===== config.mk =====
export PLATFORM = sky130hd
export DESIGN_NAME = spi_csr_bridge
export DESIGN_NICKNAME = d
export VERILOG_FILES = /design/src/rtl/spi_csr_bridge.sv
export SDC_FILE = /design/constraint.sdc
export NUM_CORES = 1
export LEC_CHECK = 0
export ABC_CLOCK_PERIOD_IN_PS = 4200
export CORE_ASPECT_RATIO = 1.1
export CORE_MARGIN = 1.5
export CORE_UTILIZATION = 40
export DETAILED_ROUTE_END_ITERATION = 7
export HOLD_SLACK_MARGIN = 0.06
export PLACE_DENSITY = 0.65
export SLEW_MARGIN = 20
export SYNTH_ARGS = -nofsm -noshare
export SYNTH_HDL_FRONTEND = slang
export SYNTH_SLANG_ARGS = --single-unit

===== constraint.sdc =====
create_clock -name clk -period 4.2 [get_ports clk]
set_clock_uncertainty 0.2 [all_clocks]
set_input_delay 0.84 -clock clk [delete_from_list [all_inputs] [get_ports clk]]
set_output_delay 0.84 -clock clk [all_outputs]
set_load 0.005 [all_outputs]

===== src/rtl/spi_csr_bridge.sv =====
// SPI (mode 0) slave that turns command/data byte frames into single-cycle CSR read/write strobes.
// Optional macro SPI_MISO_TRISTATE_EN: release spi_miso to high impedance while deselected or in reset.
module spi_csr_bridge #(
  parameter int SYNC_STAGES = 2
) (
  input  logic       clk,
  input  logic       reset,
  input  logic       spi_sck,
  input  logic       spi_nss,
  input  logic       spi_mosi,
  output logic       spi_miso,
  output logic [4:0] csr_address,
  output logic       csr_read,
  input  logic [7:0] csr_readdata,
  output logic       csr_write,
  output logic [7:0] csr_writedata
);

  typedef enum logic [1:0] {IDLE, CMD, DATA} state_t;

  logic [SYNC_STAGES-1:0] sck_sync_q, nss_sync_q, mosi_sync_q;
  logic sck_prev_q, nss_prev_q;
  logic sck_s, nss_s, mosi_s;
  logic sck_rise, sck_fall, nss_fall, nss_rise;

  state_t     state_q, state_d;
  logic [2:0] bit_cnt_q, bit_cnt_d;
  logic [7:0] rx_sr_q, rx_sr_d;
  logic [7:0] tx_sr_q, tx_sr_d;
  logic [4:0] addr_q, addr_d;
  logic       wr_mode_q, wr_mode_d;
  logic       inc_q, inc_d;
  logic       pend_q, pend_d;
  logic       rd_q, rd_d;
  logic       wr_q, wr_d;
  logic [7:0] wdata_q, wdata_d;
  logic [7:0] byte_nxt;

  // nss synchronizer resets low so a frame needs a fresh high->low after reset
  always_ff @(posedge clk or posedge reset) begin
    if (reset) begin
      sck_sync_q  <= '0;
      nss_sync_q  <= '0;
      mosi_sync_q <= '0;
      sck_prev_q  <= 1'b0;
      nss_prev_q  <= 1'b0;
    end else begin
      sck_sync_q  <= {sck_sync_q[SYNC_STAGES-2:0], spi_sck};
      nss_sync_q  <= {nss_sync_q[SYNC_STAGES-2:0], spi_nss};
      mosi_sync_q <= {mosi_sync_q[SYNC_STAGES-2:0], spi_mosi};
      sck_prev_q  <= sck_sync_q[SYNC_STAGES-1];
      nss_prev_q  <= nss_sync_q[SYNC_STAGES-1];
    end
  end

  assign sck_s    = sck_sync_q[SYNC_STAGES-1];
  assign nss_s    = nss_sync_q[SYNC_STAGES-1];
  assign mosi_s   = mosi_sync_q[SYNC_STAGES-1];
  assign sck_rise = sck_s & ~sck_prev_q;
  assign sck_fall = ~sck_s & sck_prev_q;
  assign nss_fall = ~nss_s & nss_prev_q;
  assign nss_rise = nss_s & ~nss_prev_q;
  assign byte_nxt = {rx_sr_q[6:0], mosi_s};

  always_ff @(posedge clk or posedge reset) begin
    if (reset) begin
      state_q   <= IDLE;
      bit_cnt_q <= '0;
      rx_sr_q   <= '0;
      tx_sr_q   <= '0;
      addr_q    <= '0;
      wr_mode_q <= 1'b0;
      inc_q     <= 1'b0;
      pend_q    <= 1'b0;
      rd_q      <= 1'b0;
      wr_q      <= 1'b0;
      wdata_q   <= '0;
    end else begin
      state_q   <= state_d;
      bit_cnt_q <= bit_cnt_d;
      rx_sr_q   <= rx_sr_d;
      tx_sr_q   <= tx_sr_d;
      addr_q    <= addr_d;
      wr_mode_q <= wr_mode_d;
      inc_q     <= inc_d;
      pend_q    <= pend_d;
      rd_q      <= rd_d;
      wr_q      <= wr_d;
      wdata_q   <= wdata_d;
    end
  end

  always_comb begin
    state_d   = state_q;
    bit_cnt_d = bit_cnt_q;
    rx_sr_d   = rx_sr_q;
    tx_sr_d   = tx_sr_q;
    addr_d    = addr_q;
    wr_mode_d = wr_mode_q;
    inc_d     = inc_q;
    wdata_d   = wdata_q;
    pend_d    = 1'b0;
    // strobe one cycle after the byte completes so the address leads it by a cycle
    rd_d      = pend_q & ~wr_mode_q;
    wr_d      = pend_q & wr_mode_q;

    if ((rd_q || wr_q) && inc_q) addr_d = addr_q + 5'd1;

    if (rd_q) begin
      tx_sr_d = csr_readdata;
    end else if (sck_fall && state_q != IDLE && bit_cnt_q != 3'd0) begin
      tx_sr_d = {tx_sr_q[6:0], 1'b0};
    end

    case (state_q)
      IDLE: begin
        if (nss_fall) begin
          state_d   = CMD;
          bit_cnt_d = '0;
          rx_sr_d   = '0;
        end
      end
      default: begin
        if (nss_rise) begin
          // partial byte and any prefetched read byte are dropped
          state_d   = IDLE;
          bit_cnt_d = '0;
          rx_sr_d   = '0;
          tx_sr_d   = '0;
        end else if (sck_rise) begin
          rx_sr_d   = byte_nxt;
          bit_cnt_d = bit_cnt_q + 3'd1;
          if (bit_cnt_q == 3'd7) begin
            if (state_q == CMD) begin
              state_d   = DATA;
              wr_mode_d = byte_nxt[7];
              inc_d     = byte_nxt[6];
              addr_d    = byte_nxt[4:0];
              pend_d    = ~byte_nxt[7];
            end else begin
              pend_d = 1'b1;
              if (wr_mode_q) wdata_d = byte_nxt;
            end
          end
        end
      end
    endcase
  end

  assign csr_address   = addr_q;
  assign csr_read      = rd_q;
  assign csr_write     = wr_q;
  assign csr_writedata = wdata_q;

`ifdef SPI_MISO_TRISTATE_EN
  assign spi_miso = (nss_s || reset) ? 1'bz : tx_sr_q[7];
`else
  assign spi_miso = (nss_s || reset) ? 1'b0 : tx_sr_q[7];
`endif

endmodule


Yosys cells after proc, flatten, opt, wreduce, memory -nomap -nowiden:

Index checks and enable logic that the tools add are counted.

* register bits: 46
* bits in latches: 0
* RAM bits: 0
* bits in read-only memories: 0
* input port bits: 13
* output and inout bits: 16
* word-level logic and storage cells: 81
* memories: 0

* add/sub/neg operators: 2
* $mul: 0
* div/mod/pow operators: 0
* magnitude comparators: 0
* equality and inequality tests: 3
* shift operators: 0
* multiplexer cells: 30
* bitwise operators: 15
* reductions and logical operators: 15

Operator list (count)
* $mux 8: 4
* $mux 5: 6
* $mux 7: 4
* $mux 2: 6
* $mux 3: 4
* $reduce_bool 3->1: 4
* $not 1->1: 9
* $and 1x1->1: 6
* $mux 1: 6
* $reduce_and 6->1: 1
* $add 5x1->5 const B: 1
* $reduce_and 5->1: 1
* $reduce_and 4->1: 1
* $add 3x1->3 const B: 1
* $eq 3x3->1 const B: 1
* $logic_and 1x1->1: 3
* $eq 2x1->1 const B: 1
* $logic_not 2->1: 1
* $logic_or 1x1->1: 2
* $ne 2x2->1 const B: 1
* $reduce_and 2->1: 1
* $reduce_bool 2->1: 1

Longest topological paths before layout:

* word-level depth: 8
* mapped depth: 6
* depth with buffers taken out: 5

Worst setup path before layout:

Ideal clock, no wire load.

* path type: input port to output port
* from: input port reset
* to: output port spi_miso
* arrival time: 1046 ps
* data required time: 3160 ps
* path slack: 2114 ps
* stages: 1
* path buffers: 0
* cell sequence: nor3b_1

* longest elaborated chain between the ends: 2

RTL lines
* start, declared: RTL line 7 `input logic reset,`
* $logic_or 1x1->1: RTL line 158 `assign spi_miso = (nss_s || reset) ? 1'b0 : tx_sr_q[7];`
* $mux 1: RTL line 158
* end, declared: RTL line 11 `output logic spi_miso,`

Every way passes these cells.

Worst setup path after layout:

Ends and elaborated chain as after synthesis.

==> flow_metrics.env <==
export IMPL_result_of_the_run="finished clean"
export IMPL_setup_worst_path_end_class="primary output"
export IMPL_ys_ff_latch=46
export IMPL_drtAntennaViolNets=0
export IMPL_critPathLaunchType="input pin"
export IMPL_critical_path_startpoint="reset"
export IMPL_worst_slew_margin_rel_pct=41.33
export IMPL_report_final_slew_viol_count=0
export IMPL_syn_to_final_growth_pct=20.17
export IMPL_post_cts_hold_buffer_count=0
export IMPL_power_density_nw_per_um2=333.8
export IMPL_final_setup_violation_count=0
export IMPL_post_detailed_route_wirelength_per_cell_um=14.91
export IMPL_post_synth_most_frequent_cells="dfrtp_1 (46), inv_1 (16), nor2_1 (10)"
export IMPL_setup_tns_ns=0
export IMPL_ys_warnings_count=0
export IMPL_place_detailed_hpwl_um=2672
export IMPL_initial_antenna_violation_count=0
export IMPL_multi_input_combinational_cell_area_um2=789.5
export IMPL_cts_htree_levels=2
export IMPL_cp_cell_sequence="clkdlybuf4s50_1, nor3b_1, clkdlybuf4s50_1"
export IMPL_initial_utilization_pct=41.09
export IMPL_synth_largest_area_cell="dfrtp_1"
export IMPL_detail_route_first_pass_iterations=4
export IMPL_worst_path_fanout_max=2
export IMPL_synth_ff_type="dfrtp_1"
export IMPL_tritoncts_num_sinks=46
export IMPL_grt_first_pass_wirelength_um=6603
export IMPL_ios=29
export IMPL_worst_ir_drop_vdd_mv=0.1937
export IMPL_design_core_area_um2=4966
export IMPL_source_to_sink_clock_delay_at_the_later_pin_of_the_worst_skew_pair_ns=0.30
export IMPL_rsz0062_at_grt="no"
export IMPL_yosys_cell_count_top_type="dfrtp_1"
export IMPL_timing_critical_path_slowest_stage_cell="clkdlybuf4s50_1"
export IMPL_synth_lib_cells_used_distinct=38
export IMPL_via_per_inst=5.469
export IMPL_tritoncts="yes"
export IMPL_seq_area_frac_synth_pct=56.41
export IMPL_critPathMaxStageDelay_ns=0.53
export IMPL_slew_at_the_pin_with_the_worst_max_slew_slack_ns=0.8801
export IMPL_final_fill_count=454
export IMPL_die_area_um2=5539
export IMPL_netlist_top_cells_area="dfrtp_1 (56%), mux2_2 (4.4%), o32ai_1 (3.9%)"
export IMPL_drc=0
export IMPL_synth_async_sr_flop_share_pct=100.0
export IMPL_synthesis_instances=173
export IMPL_timing_hold_violations_final=0
export IMPL_path_clk_slew_ns=0.08
export IMPL_insertedDiodeCount=0
export IMPL_numCtsBuffers=5
export IMPL_gr_usage_total_pct=15.40
export IMPL_postSynthAreaPerCell_um2=11.80
export IMPL_detailedPlace_worstSlack_ns=1.158
export IMPL_postSynthNetCount=190
export IMPL_finalNetCount=218
export IMPL_timing_hold_worst_start="nss_sync_q[0]$_DFF_PP0_"
export IMPL_critPathMostFrequentCell="clkdlybuf4s50_1"
export IMPL_worst_r2r_startpoint="bit_cnt_q[0]$_DFFE_PP0P_"
export IMPL_final_layout_size_suffix_gt1_share_pct=11.39
export IMPL_cp_required_ns=3.16
export IMPL_netlist_area_leader_share_pct=56.41
export IMPL_crit_type="input pin to primary output"
export IMPL_place_port_buffers=28
export IMPL_first_global_vias=1387
export IMPL_worst_ep_arrival_time_ns=1.98
export IMPL_drt_iter0_drc=76
export IMPL_drv_max_cap_violation_count=0
export IMPL_final_period_utilization_pct=71.85
export IMPL_max_freq_ghz=0.3314
export IMPL_gp_congestion=0.7562
export IMPL_fp_dieW_um=71.10
export IMPL_synth_edff_count=0
export IMPL_pin_count_of_the_biggest_net_entering_global_routing=25
export IMPL_wl_um=3877
export IMPL_placement_rows=27
export IMPL_synth_area_um2=2041
export IMPL_cts_resized_gates=0
export IMPL_hp_class="flip-flop to flip-flop"
export IMPL_dieHeight_um=77.91
export IMPL_num_vias=1422
export IMPL_cts_max_path_buffers=2
export IMPL_cts_post_setup_buffers_inserted=0
export IMPL_layout_min_cycle_time_ns=3.018
export IMPL_layout_setup_ws_ns=1.182
export IMPL_globalRouteOverflowTotal=0
export IMPL_power_static_leakage_nw=1.092
export IMPL_regArea_um2=1151
export IMPL_clock_root_buffer="clkbuf_8"
[layer usage]
layer	vias to the layer above	share of wire [%]	track usage, %
li1	691	-	-
met1	704	48	20.30
met2	21	47	24.30
met3	6	2.9	4.156
met4	0	1.7	5.660
met5	-	0	0
[cells by family (layout without fill, tap and decap cells)]
| logic type | count (synthesis) | in the layout | synth area share [%] |
|---|---|---|---|
| DFF | 46 | 46 | 56.41 |
| buffers and inverters | 24 | 53 | 4.905 |
| muxes | 14 | 14 | 7.848 |
| and+or+nand+nor | 46 | 46 | 13.67 |
| xor gates and xnor gates | 2 | 2 | 0.8585 |
| adders and majority gates | 4 | 4 | 2.453 |
| AOI/OAI and AO/OA | 37 | 37 | 13.86 |
[flip-flops by register name, indices dropped and copies added, names as in the netlist, 2 cells and up]
name	count
mosi_sync_q	2
sck_sync_q	2
csr_writedata	8
rx_sr_q	7
bit_cnt_q	3
csr_address	5
nss_sync_q	2
tx_sr_q	8
state_q	2
[cell usage in the layout (no fill, tap or decap), types with 2 or more instances in the layout]
| cell type | synthesis | layout |
|---|---|---|
| dfrtp_1 | 46 | 46 |
| clkdlybuf4s50_1 | 0 | 28 |
| inv_1 | 16 | 15 |
| nor2_1 | 10 | 10 |
| o32ai_1 | 9 | 9 |
| nand4_1 | 8 | 8 |
| o31ai_1 | 8 | 8 |
| mux2_2 | 8 | 8 |
| a311oi_1 | 7 | 7 |
| clkbuf_8 | 0 | 6 |
| nand2b_1 | 4 | 4 |
| nor2b_1 | 4 | 4 |
| nand3_1 | 4 | 4 |
| mux2i_1 | 4 | 4 |
| ha_1 | 4 | 4 |
| a21oi_1 | 3 | 3 |
| or3_1 | 3 | 3 |
| a31oi_1 | 3 | 3 |
| nor2_2 | 2 | 2 |
| o21ai_0 | 2 | 2 |
| nor4_1 | 2 | 2 |
| xor2_1 | 2 | 2 |
| and2_1 | 2 | 2 |
| mux2_4 | 2 | 2 |
[per-stage QoR]
| stage | total power (W) | hold WS (ns) | area, um^2 | instances | util [%] |
|---|---|---|---|---|---|
| global placement | 0.0005497 | 0.1332 | 2361 | 252 | 47.54 |
| CTS | 0.0008247 | 0.1530 | 2452 | 260 | 49.38 |
| floorplan | 0.0005238 | 0.1312 | 2041 | 173 | - |
| detailed placement | 0.0005503 | 0.1355 | 2361 | 252 | 47.54 |
| global route | 0.0008616 | 0.1581 | 2452 | 260 | 49.38 |
| finish | 0.0008186 | 0.1526 | 2452 | 260 | 49.38 |
[layout make-up]
class / count / area share (%)
Clock buffer: 7 / 3.520
Clock inverter: 1 / 0.2041
Inverter: 16 / 2.449
Multi-Input combinational cell: 103 / 32.19
Sequential cell: 46 / 46.94
Tap cell: 58 / 2.959
Timing Repair Buffer: 29 / 11.73
[path summary, 6_finish.rpt]
kind	cells past startpoint	end	slack [ns]
setup / recovery	3	spi_miso	1.18
hold / removal	0	nss_sync_q[1]$_DFF_PP0_	0.15
setup reg to reg	5	wr_mode_q$_DFFE_PP0P_	2.15
hold reg to reg	0	nss_sync_q[1]$_DFF_PP0_	0.15
max in group asynchronous	3	nss_sync_q[1]$_DFF_PP0_	2.34
min in group asynchronous	2	tx_sr_q[7]$_DFF_PP0_	0.73
[power breakdown]
group,switching [W],internal (W)
Clock,0.000142,0.000133
Combinational,0.0000547,0.0000264
Sequential,0.00000844,0.000454
Total,0.000206,0.000613
[critical path: cells and delay by family]
kind,cells,cell delay [ns]
AND/OR/NAND/NOR,1,0.19
buffers and inverters,2,0.95
No activity file was read; power rests on OpenSTA's default activity.
